--- src/rtl/sum_mul_seq.sv ---
// sum_mul_seq: unsigned shift-and-add multiplier controller.
// One add/shift iteration is performed per clock using an external w-bit
// ripple adder (sum_block). The adder has no carry-out, so the carry is
// reconstructed here from the operand and sum MSBs.
module sum_mul_seq #(
  parameter int w = 64
) (
  input  logic           clk,
  input  logic           rst,
  input  logic           start,
  input  logic [w-1:0]   a,
  input  logic [w-1:0]   b,
  output logic           busy,
  output logic           done,
  output logic [2*w-1:0] product,
  output logic [w-1:0]   add_x,
  output logic [w-1:0]   add_y,
  output logic           add_cin,
  input  logic [w-1:0]   add_sum
);

  localparam int CW = $clog2(w) + 1;

  localparam logic [1:0] IDLE = 2'd0;
  localparam logic [1:0] CALC = 2'd1;
  localparam logic [1:0] DONE = 2'd2;

  logic [1:0]    state;
  logic [w-1:0]  mcand;
  logic [w-1:0]  ph;
  logic [w-1:0]  pl;
  logic [CW-1:0] cnt;
  logic          carry;
  logic          last_iter;
  logic          accept;

  // Adder operands: accumulator high half plus multiplicand when the
  // current multiplier bit is set; carry-in is never used.
  always_comb begin
    add_x   = ph;
    add_y   = pl[0] ? mcand : '0;
    add_cin = 1'b0;
  end

  // Rebuild the adder carry-out: a carry leaves the MSB if both MSBs are
  // set, or if one is set and the sum MSB came out clear.
  always_comb begin
    carry = (add_x[w-1] & add_y[w-1]) |
            ((add_x[w-1] | add_y[w-1]) & ~add_sum[w-1]);
  end

  // Status and handshake decode from the registered state.
  always_comb begin
    busy      = (state == CALC);
    done      = (state == DONE);
    product   = {ph, pl};
    last_iter = (cnt == CW'(w - 1));
    accept    = start && ((state == IDLE) || (state == DONE));
  end

  // Controller and datapath registers; reset discards any operation in flight.
  always_ff @(posedge clk or negedge rst) begin
    if (!rst) begin
      state <= IDLE;
      mcand <= '0;
      ph    <= '0;
      pl    <= '0;
      cnt   <= '0;
    end else begin
      case (state)
        IDLE, DONE: begin
          if (accept) begin
            mcand <= a;
            pl    <= b;
            ph    <= '0;
            cnt   <= '0;
            state <= CALC;
          end else begin
            state <= IDLE;
          end
        end
        CALC: begin
          {ph, pl} <= {carry, add_sum, pl[w-1:1]};
          cnt      <= cnt + 1'b1;
          if (last_iter) begin
            state <= DONE;
          end
        end
        default: begin
          state <= IDLE;
        end
      endcase
    end
  end

endmodule
--- config.mk ---
export PLATFORM = sky130hd
export DESIGN_NAME = sum_mul_seq
export DESIGN_NICKNAME = d
export VERILOG_FILES = /design/src/rtl/sum_mul_seq.sv
export SDC_FILE = /design/constraint.sdc
export NUM_CORES = 1
export LEC_CHECK = 0
export BUFFER_PORTS_ARGS = -buffer_cell sky130_fd_sc_hd__buf_2
export CAP_MARGIN = 15
export CORE_AREA = 2 2 175 177
export CTS_CLUSTER_SIZE = 24
export DETAILED_ROUTE_END_ITERATION = 10
export DIE_AREA = 0 0 177 179
export PLACE_DENSITY = 0.59
export SETUP_SLACK_MARGIN = 0.02
export SKIP_LAST_GASP = 1
export SLEW_MARGIN = 20
export SYNTH_ARGS = -nofsm -noshare
export SYNTH_HDL_FRONTEND = slang
export SYNTH_SLANG_ARGS = --single-unit
--- constraint.sdc ---
create_clock -name clk -period 1.6 [get_ports clk]
set_clock_uncertainty 0.15 [all_clocks]
set_input_delay 0.08 -clock clk [delete_from_list [all_inputs] [get_ports clk]]
set_output_delay 0.08 -clock clk [all_outputs]
set_load 0.005 [all_outputs]
* Yosys cells after proc, flatten, opt, wreduce, memory -nomap -nowiden
Index checks and enable logic that the tools add are counted.
Operators by class: bitwise gates (word level) 5, equality and inequality tests 5, reduce and logical (&&, ||, !) cells 7, add/sub/neg operators 1, mux-type cells 10
Operator list (count):
- case mux 64 bit (2 select lines) | 2
- 2-to-1 mux 64 bit | 3
- case mux 7 bit (2 select lines) | 1
- adder 7 x 1 -> 7 bit, second input constant | 1
- == test 7 x 6 -> 1 bit, second input constant | 1
- 2-to-1 mux 7 bit | 1
- case mux 2 bit (2 select lines) | 1
- AND reduction 2 bit | 2
- AND 1 bit | 2
- == test 2 x 1 -> 1 bit, second input constant | 1
- == test 2 bit, second input constant | 1
- zero test 2 bit | 1
- 2-to-1 mux 2 bit | 1
- inequality test 2 x 1 -> 1 bit, second input constant | 1
- inequality test 2 bit, second input constant | 1
- OR 1 bit | 2
- nonzero test 2 bit | 1
- OR reduction 2 bit | 1
- logical AND 1 bit | 1
- logical OR 1 bit | 1
- 2-to-1 mux 1 bit | 1
- NOT 1 bit | 1
Storage, ports and cells: logic and storage cells 33, register bits after elaboration 201, output and inout bits 259, input port bits 195

* Depth between registers and ports, before layout
Gate-level depths: netlist (run 1).
word-level depth 5, depth in mapped cells 6, gate-level depth less buffers 4

* Worst setup path before layout (run 1)
OpenSTA, ideal clock, no wires.
kind register -> register, start point reg state[1], end point reg ph[33], in the netlist add_x[33], data arrival time 1.128 ns, setup slack 0.201 ns, cell stages (with the launch flop) 7, required time 1.329 ns, setup time 0.121 ns, buffers on the path 2, period minus slack after synthesis 1.399 ns, cells stage by stage dfrtp_1 nand2b_2 inv_2 nor2_2 buf_6 buf_4 a22o_1
On the way: word-level cells in the longest chain between the ends 5, elaborated cells between the ends (all ways) 10, those cells by class 3 x eq/ne; 1 x mux; 6 x reduce/logical
RTL lines:
- start: declaration | RTL line 28 | logic [1:0] state;
- start signal: assignment | RTL line 64 | state <= IDLE;
- start signal: assignment | RTL line 77 | state <= CALC;
- start signal: assignment | RTL line 79 | state <= IDLE;
- == test 2 bit or zero test 2 bit (tied branches) | RTL line 58, 70
- logical OR 1 bit | RTL line 58 | accept = start && ((state == IDLE) || (state == DONE));
- logical AND 1 bit | RTL line 58
- inequality test 2 bit (no source line)
- AND reduction 2 bit (no source line)
- end signal: assignment | RTL line 83 | {ph, pl} <= {carry, add_sum, pl[w-1:1]};
- end: declaration | RTL line 30 | logic [w-1:0] ph;
Parallel ways exist; a longest one is shown, timed or not. A chain may end at the register's enable or synchronous reset.

* Worst setup path after layout (run 1)
start point reg pl[0], end point out add_y[36]
On the way: word-level cells in the longest chain between the ends 1
RTL lines:
- start: declaration | RTL line 31 | logic [w-1:0] pl;
- start signal: assignment | RTL line 83
- 2-to-1 mux 64 bit | RTL line 41 | add_y = pl[0] ? mcand : '0;
- end: declaration | RTL line 17 | output logic [w-1:0] add_y,
No other way between the ends.

==> out/qor.yml, run 1 <==
logic_synthesis:
  synth_area_per_cell_sq_um: 9.42
  synth.top_cell.area_share: 0.565
  synthDistinctLibCells: 33
  ys_seq_elements: 201
  ys.flop_type: "dfrtp_1"
  syn_inst: 945
  synth_area_sq_um: 8900
  synth_area_leaders: "dfrtp_1 (56%), nand2_1 (14%), a22o_1 (6.4%)"
  yosysTopAreaCell: "dfrtp_1"
  synth_nets: 1141
  async_reset_ff_frac: 1.00
  synth_enable_flop_cells: 0
  ys_warn_count: 0
  synth_seq_area_share: 0.565
timing:
  fmax_mhz: 579
  tns_ns: -8.75
  hold_viol: 0
  hold_ws_ns: 0.0383
  setup_viol: 144
  period_minus_slack_ns: 1.73
  timing.final.crit_share: 1.08
  drv_slew: 0
  worst_slack_ns: -0.126
  rsz0062_at_grt: "true"
floorplan:
  core_area_sq_um: 30000
  start_util: 0.296
  dieHeight_microns: 179
  num_io_pins: 454
  die_area_sq_um: 31700
  die_w_microns: 177
  rows: 64
detailed_routing:
  drtIter0Drc: 520
  drc_errors: 0
  wl_microns: 34000
  drt_pass1_iterations: 5
  wl_per_cell_microns: 17.1
  vias_per_cell: 4.65
  vias: 9233
  drtAntennaViolNets: 0
critical_path:
  critPathArrivalTime_ns: 1.50
  cp.required_ns: 1.37
  critPathKind: "reg2out"
  r2r_setup_slack_ns: -0.12
  end_kind: "output pin"
  critPathLaunchType: "flip-flop"
  crit_path_max_fanout: 17
power:
  power.density_nw_per_um2: 1460
  p_leak_uw: 0.00778
  ir_drop_mv: 0.801
  intPower_uw: 14700
  pwr-share-seq: 0.371
  comb_power_share: 0.378
  power.share.clock: 0.251
  p_sw_frac: 0.340
  p_sw_uw: 7560
clock_tree:
  cts_root_buffer: "clkbuf_16"
  cts_max_level: 1
  tritoncts: "built"
  tritoncts.num_buffers: 24
  cts_max_path_buffers: 3
  clkLatencyLatePin_ns: 0.51
  cts_sinks: 201
  clk_pin_slew_ns: 0.06
global_route:
  grtUsageTotal: 0.184
  grt_max_degree: 56
  grt_pass1_wl_microns: 46400
  grt_pass1_vias: 8568
  antenna_found_initial: 0
  overflow: 0
final_layout:
  fin_area_sq_um: 15200
  layout-drive-gt1-share: 0.393
  multi_input_area_sq_um: 3240
  most-common-layout-cells: "buf_2 (449), nand2_1 (285), dfrtp_1 (199), dlygate4sd3_1 (194), a22o_1 (65)"
  final_nets: 1770
  fill_cells: 2658
  final_cells: 1987
  final_common_cell: "buf_2"
  area_delta_synth_final_pct: 70.8
  seq_area_sq_um: 5030
  antenna_cells: 0
worst_hold_path:
  hp-class: "in2async"
placed_design:
  dp_hpwl_microns: 20000
  numPlacedInstances: 1698
  placedInstanceArea_sq_um: 11300
  io_buffers: 452
  routabilityCongestion: 0.806
outcome:
  violations: "negative setup slack"
  status: "finished, violations left"
run:
  maxCapViolCount: 0
-- power by group through the flow --
stage	combinational [uW]	sequential [uW]	clock [uW]
final	8400	8240	5580
after global routing	9290	8460	5960
after CTS	7570	8170	5710
after detailed placement	6920	8180	0
after global placement	6830	8160	0
after floorplan	3840	7990	0
-- critical path, stage by stage, from the launching register on --
cell,delay [ns]
dfrtp_2,0.49
buf_12,0.19
and2_1,0.16
buf_2,0.15
-- path summary, 6_finish.rpt --
| check | startpoint | endpoint | cells after the start |
|---|---|---|---|
| max | pl[0]$_DFFE_PN0P_ | add_y[36] | 3 |
| min | rst | mcand[39]$_DFFE_PN0P_ | 3 |
| max reg2reg | state[0]$_DFFE_PN0P_ | add_x[15]$_DFFE_PN0P_ | 6 |
| min reg2reg | mcand[57]$_DFFE_PN0P_ | mcand[57]$_DFFE_PN0P_ | 2 |
| max in group asynchronous | rst | pl[38]$_DFFE_PN0P_ | 3 |
| min in group clk | a[42] | mcand[42]$_DFFE_PN0P_ | 4 |
-- flip-flops by register name, summed over array words and instances, names as in the netlist --
signal  count
pl         64
add_x      64
mcand      64
state       2
cnt         7
-- kinds of logic after synthesis --
logic type | synth area share
fa+ha+maj | 0.00253
buf+inv | 0.0942
simple gates | 0.221
flops | 0.565
mux | 0.00239
compound gates | 0.114
other cells | 0.000421
-- stage by stage --
step | total power [uW] | utilization | setup WS (ns)
after floorplan | 11800 | - | 0.201
after global routing | 23700 | 0.506 | -0.188
after CTS | 21400 | 0.474 | -0.119
after detailed placement | 15100 | 0.377 | 0.00675
final | 22200 | 0.506 | -0.126
after global placement | 15000 | 0.377 | 0.0577
-- repair_timing --
item	in CTS	in global routing
endpoints found under the setup margin	82	140
gates resized for setup	9	86
gates cloned	3	20
hold endpoints to repair	394	0
pin swaps	0	77
hold buffers	195	0
buffers inserted	3	25
-- layout make-up --
class	count	share of cell area
Clock buffer	38	0.0503
Clock inverter	5	0.00346
Inverter	3	0.00156
Multi-Input combinational cell	611	0.213
Sequential cell	201	0.331
Tap cell	396	0.0326
Timing Repair Buffer	733	0.368
-- routing by layer --
metal,share of wire,wire length [microns],vias up,GRT usage
met3,0.072,2440,79,0.0403
met5,0,0,-,0
met2,0.49,16800,415,0.318
met1,0.41,13800,4435,0.231
met4,0.028,946,0,0.0527
li1,-,-,4304,-
-- synth_stat cells (2+ instances only) --
cell and n:
a22o_1 65, clkbuf_1 20, nor2_1 64, buf_2 34, nand2b_1 3, dfrtp_1 201, nor3_1 2, buf_4 74
nor2b_1 2, a31oi_1 64, nand3_1 5, buf_6 2, and2_1 65, inv_1 2, o21ai_0 3, nand2_1 322
(Power assumes the default switching activity.)
==> run 2, diff against run 1 <==
==> constraint.sdc (replaced) <==
create_clock -name clk -period 1.91 [get_ports clk]
set_clock_uncertainty 0.15 [all_clocks]
set_input_delay 0.0955 -clock clk [delete_from_list [all_inputs] [get_ports clk]]
set_output_delay 0.0955 -clock clk [all_outputs]
set_load 0.005 [all_outputs]
==> run 2 against run 1 <==
Against the previous run: the run now ends clean; setup slack better by 0.24 ns; combinational power is 27% lower; flip-flop and latch count stayed put; total power down 21%; global-route usage is 0.52 points lower; critical path type unchanged.
==> out/qor.yml, run 2 (synthesis gave the netlist of run 1 again) <==
outcome:
  status: "completed"
placed_design:
  placedInstanceArea_sq_um: 11200
  io_buffers: 452
  routabilityCongestion: 0.815
  dp_hpwl_microns: 19200
detailed_routing:
  met2WireLength_microns: 15000
  route.met3.wl_microns: 2160
  vias: 8746
  drc_errors: 0
  wl_met1_microns: 12500
  vias_per_cell: 4.55
  wl_per_cell_microns: 15.8
  topRoutingLayerUsed: "met4"
  wl_microns: 30300
  drtIter0Drc: 508
  drtAntennaViolNets: 0
  drt_pass1_iterations: 5
critical_path:
  path_delay_family: "buffers and inverters"
  cp_num_buf_inv: 2
  ff2ff_path_depth: 4
  cp.required_ns: 1.66
  crit_path_max_fanout: 33
  critPathKind: "reg2out"
  end_kind: "output pin"
  cp_cell_sequence: "buf_4 > and2_1 > buf_2"
  critPathMaxStageDelay_ns: 0.37
  worstReg2RegEnd: "pl[0]$_DFFE_PN0P_"
  critPathArrivalTime_ns: 1.55
  cp_slowest_cell: "dfrtp_1"
  reg2reg_from: "state[0]$_DFFE_PN0P_"
  r2r_setup_slack_ns: 0.26
  critPathLaunchType: "flip-flop"
power:
  intPower_uw: 11700
  ir_drop_mv: 0.707
  p_sw_uw: 5910
  power.density_nw_per_um2: 1260
  p_leak_uw: 0.00715
  comb_power_share: 0.345
  p_sw_frac: 0.335
  pwr-share-seq: 0.389
  power.share.clock: 0.266
floorplan:
  num_io_pins: 454
  rows: 64
  core_area_sq_um: 30000
  die_area_sq_um: 31700
  dieHeight_microns: 179
  die_w_microns: 177
  start_util: 0.296
final_layout:
  fin_area_sq_um: 14000
  area_delta_synth_final_pct: 57.4
  layout-drive-gt1-share: 0.341
  final_common_cell: "buf_2"
  fin_util: 0.467
  most-common-layout-cells: "buf_2 (451), nand2_1 (322), dfrtp_1 (200), dlygate4sd3_1 (195)"
  final_nets: 1706
clock_tree:
  cts_max_level: 1
  clkLatencyLatePin_ns: 0.51
  clk_pin_slew_ns: 0.06
  tritoncts: "built"
  cts_root_buffer: "clkbuf_16"
  tritoncts.num_buffers: 23
  cts_sinks: 201
  cts_max_path_buffers: 3
worst_hold_path:
  hold_start: "a[43]"
  hp-class: "in2reg"
  min_to: "mcand[43]$_DFFE_PN0P_"
  hold_depth: 4
global_route:
  grt_pass1_vias: 8539
  overflow: 0
  grtUsageTotal: 0.179
  antenna_found_initial: 2
  grt_max_degree: 75
  grt_pass1_wl_microns: 45500
timing:
  rsz0062_at_grt: "false"
  setup_viol: 0
  timing.final.crit_share: 0.938
  drv_slew: 0
  fmax_mhz: 558
  tns_ns: 0
  hold_viol: 0
  period_minus_slack_ns: 1.79
run:
  maxCapViolCount: 0
[run 2: repair_timing]
item / in CTS / in global routing
resized for setup: 2 / 0
endpoints found under the hold margin: 394 / 0
buffers inserted: 0 / 0
endpoints found under the setup margin: 1 / 0
hold buffers: 196 / 0
[run 2: worst max path at each step]
stage | start | end | slack [ns] | depth (start not counted)
finish | pl[0]$_DFFE_PN0P_ | add_y[17] | 0.12 | 3
global route | pl[0]$_DFFE_PN0P_ | add_y[17] | 0.03 | 3
CTS | pl[0]$_DFFE_PN0P_ | add_y[17] | 0.07 | 3
detailed placement | state[0]$_DFFE_PN0P_ | pl[0]$_DFFE_PN0P_ | 0.22 | 4
global placement | state[0]$_DFFE_PN0P_ | pl[0]$_DFFE_PN0P_ | 0.15 | 4
floorplan | state[1]$_DFFE_PN0P_ | add_x[33]$_DFFE_PN0P_ | 0.51 | 6
[run 2: area by class of cell]
cell class | instances | area (sq um)
fill | 2791 | 16000
sequential | 201 | 5030
timing repair buffer | 671 | 4600
multi-input combinational | 610 | 3060
clock buffer | 31 | 656
tap | 396 | 495
clock inverter | 9 | 151
inverter | 3 | 13.8
antenna | 2 | 5.00
[run 2: metal layers]
metal / track usage / vias up
met3: 0.0373 / 61
met2: 0.306 / 363
met5: 0 / -
li1: - / 4159
met1: 0.229 / 4163
met4: 0.0492 / 0
[run 2: power groups by stage]
stage                     clock [uW]  combinational [uW]  sequential, uW
after floorplan                    0                3210            6700
after global placement             0                5620            6890
after detailed placement           0                5690            6890
after CTS                       4850                6110            6860
after global routing            5000                6820            7080
final                           4690                6090            6870
[run 2: worst min-delay path, cell delays in order]
cell           delay, ns
dlygate4sd3_1       0.52
buf_2               0.10
nand2_1             0.04
nand2_1             0.05
[run 2: through the flow]
step | worst slack, ns | hold WS [ns] | cells | total power (uW)
finish | 0.118 | 0.173 | 1923 | 17700
global route | 0.0337 | 0.156 | 1923 | 18900
CTS | 0.0736 | 0.142 | 1921 | 17800
detailed placement | 0.223 | -0.0392 | 1683 | 12600
global placement | 0.146 | -0.0423 | 1683 | 12500
floorplan | 0.511 | -0.350 | 945 | 9910
==> run 3, diff against run 2 <==
--- a/config.mk
+++ b/config.mk
@@ -5,12 +5,14 @@
 export SDC_FILE = /design/constraint.sdc
 export NUM_CORES = 1
 export LEC_CHECK = 0
+export ABC_AREA = 1
 export BUFFER_PORTS_ARGS = -buffer_cell sky130_fd_sc_hd__buf_2
 export CAP_MARGIN = 15
-export CORE_AREA = 2 2 175 177
+export CORE_AREA = 2 2 176 178
 export CTS_CLUSTER_SIZE = 24
 export DETAILED_ROUTE_END_ITERATION = 10
-export DIE_AREA = 0 0 177 179
+export DIE_AREA = 0 0 178 180
+export GPL_TIMING_DRIVEN = 0
 export PLACE_DENSITY = 0.59
 export SETUP_SLACK_MARGIN = 0.02
 export SKIP_LAST_GASP = 1
==> run 3 against run 2 <==
Against the previous run: core utilization up 2.0 points; setup slack better by 0.0036 ns; sequential power down 35%; first-iteration DRC count down 12%; synthesized area up 2.1%; hold slack worse by 0.14 ns; flip-flop and latch count unchanged; critical path type unchanged; highest routed layer unchanged.
==> out/qor.yml, run 3 <==
global_route:
  antenna_found_initial: 3
  grt_pass1_wl_microns: 53400
  grt_max_degree: 92
  grt_pass1_vias: 10100
  overflow: 0
  grtUsageTotal: 0.207
floorplan:
  dieHeight_microns: 180
  start_util: 0.301
  die_area_sq_um: 32000
  core_area_sq_um: 30200
  die_w_microns: 178
  num_io_pins: 454
  rows: 64
clock_tree:
  cts_root_buffer: "clkbuf_16"
  cts_sinks: 201
  cts_max_path_buffers: 3
  cts_max_level: 1
  clk_pin_slew_ns: 0.06
  postCtsSetupBuffers: 0
  clkLatencyLatePin_ns: 0.52
  tritoncts: "built"
  tritoncts.num_buffers: 24
placed_design:
  pre_cts_ws_ns: 0.0451
  routabilityCongestion: 0.803
  numPlacedInstances: 2002
  dp_hpwl_microns: 24000
  placedInstanceArea_sq_um: 11900
  io_buffers: 452
final_layout:
  area_delta_synth_final_pct: 61.7
  final_cells: 2243
  fin_area_sq_um: 14700
  multi_input_area_sq_um: 3010
  final_common_cell: "nand2_1"
  final_nets: 2025
  layout-drive-gt1-share: 0.329
  most-common-layout-cells: "nand2_1 (526), buf_2 (482), dfrtp_1 (201), dlygate4sd3_1 (197)"
  fill_cells: 2884
  seq_area_sq_um: 5030
critical_path:
  critPathArrivalTime_ns: 1.54
  critPathKind: "reg2out"
  worstSetupStartpoint: "pl[0]$_DFFE_PN0P_"
  ff2ff_path_depth: 6
  crit_cells: 5
  critPathLaunchType: "flip-flop"
  crit_path_max_fanout: 10
  r2r_setup_slack_ns: 0.21
  critPathMaxStageDelay_ns: 0.41
  reg2reg_from: "state[0]$_DFFE_PN0P_"
  cp.required_ns: 1.66
  cp_cell_sequence: "buf_8 > buf_4 > nand2_1 > inv_1 > buf_2"
  worstReg2RegEnd: "pl[58]$_DFFE_PN0P_"
  end_kind: "output pin"
  endpoint: "add_y[15]"
  cp_slowest_cell: "dfrtp_1"
  path_delay_family: "buffers and inverters"
  cp_num_buf_inv: 4
run:
  maxCapViolCount: 0
timing:
  timing.final.crit_share: 0.936
  setup_viol: 0
  slew_headroom: 0.633
  hold_viol: 0
  tns_ns: 0
  hold_ws_ns: 0.0290
  period_minus_slack_ns: 1.79
  rsz0062_at_grt: "true"
  drv_slew: 0
  worst_pin_slew_ns: 0.550
  worst_slack_ns: 0.122
  fmax_mhz: 559
detailed_routing:
  wl_met1_microns: 13700
  met2WireLength_microns: 16900
  wl_per_cell_microns: 15.2
  route.met3.wl_microns: 2290
  wl_microns: 34000
  drt_pass1_iterations: 4
  drc_errors: 0
  topRoutingLayerUsed: "met4"
  vias_per_cell: 4.43
  drtIter0Drc: 449
  vias: 9944
  drtAntennaViolNets: 0
power:
  intPower_uw: 7700
  ir_drop_mv: 0.556
  p_sw_uw: 2370
  power.density_nw_per_um2: 685
  p_leak_uw: 0.00844
  pwr-share-seq: 0.446
  power.share.clock: 0.446
  comb_power_share: 0.108
  p_sw_frac: 0.235
logic_synthesis:
  async_reset_ff_frac: 1.00
  ys_warn_count: 0
  synth_nets: 1348
  yosysTopAreaCell: "dfrtp_1"
  ys_seq_elements: 201
  syn_inst: 1152
  synth_area_sq_um: 9090
  ys.flop_type: "dfrtp_1"
  synth_enable_flop_cells: 0
  synth_area_leaders: "dfrtp_1 (55%), nand2_1 (22%), buf_4 (5.5%)"
  synthDistinctLibCells: 18
  synth_common_cells: "nand2_1 (526), dfrtp_1 (201), o21ai_0 (74)"
  yosysMostFrequentCell: "nand2_1"
  synth_area_per_cell_sq_um: 7.89
  synth.top_cell.area_share: 0.553
  synth_seq_area_share: 0.553
worst_hold_path:
  hp-class: "in2async"
outcome:
  status: "completed"
[run 3: changes by cell type after synthesis, moves of 5 or more]
cell      delta
nand2_1    +204
o21ai_0     +71
inv_1       +70
a22o_1      -65
and2_1      -65
a31oi_1     -64
o21ai_1     +60
buf_4        -7
nor2_1       +7
clkbuf_1     +5
[run 3: final cells by class]
class                   instances  area share
plain buffers                 127      0.0547
diodes                          3    0.000511
well taps                     396      0.0337
clock inverters                13     0.00894
inverters                      76      0.0194
flip-flops and latches        201       0.342
clock buffers                  28      0.0432
multi-input cells             747       0.205
repair buffers                652       0.293
[run 3: logic make-up (layout without fill, tap and decap cells)]
kind of cell | Yosys count | in the layout | share of synthesized area
other | 1 | 4 | 0.000412
AND/OR/NAND/NOR | 609 | 609 | 0.254
buffers and inverters | 204 | 896 | 0.116
AO/OA/AOI/OAI | 136 | 136 | 0.0751
flip-flops | 201 | 201 | 0.553
adder cells (fa/ha/maj) | 1 | 1 | 0.00138
[run 3: power by group through the flow]
stage	logic [uW]	clock network, uW	registers (uW)
finish	1080	4490	4490
CTS	1090	4640	4490
global placement	748	0	4560
global route	1190	4810	4500
floorplan	209	0	4550
detailed placement	767	0	4560
[run 3: routing by layer]
layer  up-vias  track usage
met2       367        0.369
met5         -            0
met3        84       0.0440
met1      4674        0.245
li1       4819            -
met4         0       0.0692
[run 3: timing repair]
action	CTS	global route
endpoints found under the hold margin	393	0
resized for setup	11	15
hold buffers	198	0
setup endpoints to repair	64	56
[run 3: worst min path at each step]
stage | end | depth (start not counted) | slack (ns)
after floorplan | add_x[0]$_DFFE_PN0P_ | 0 | -0.35
after global placement | mcand[28]$_DFFE_PN0P_ | 3 | 0.14
after detailed placement | pl[16]$_DFFE_PN0P_ | 1 | -0.19
after CTS | pl[13]$_DFFE_PN0P_ | 3 | 0.05
after global routing | pl[12]$_DFFE_PN0P_ | 3 | 0.07
final | pl[9]$_DFFE_PN0P_ | 3 | 0.03
[run 3: worst register-to-register path: stages, from the launching register on]
cell and delay (ns):
dfrtp_1 0.40, inv_2 0.07, nand2_2 0.11, nand2_2 0.15
clkbuf_1 0.37, o21ai_0 0.22, o21ai_1 0.16
[run 3: per-stage QoR]
stage,util,power [uW]
floorplan,-,4760
global placement,0.393,5310
detailed placement,0.395,5330
CTS,0.486,10200
global route,0.487,10500
finish,0.487,10100
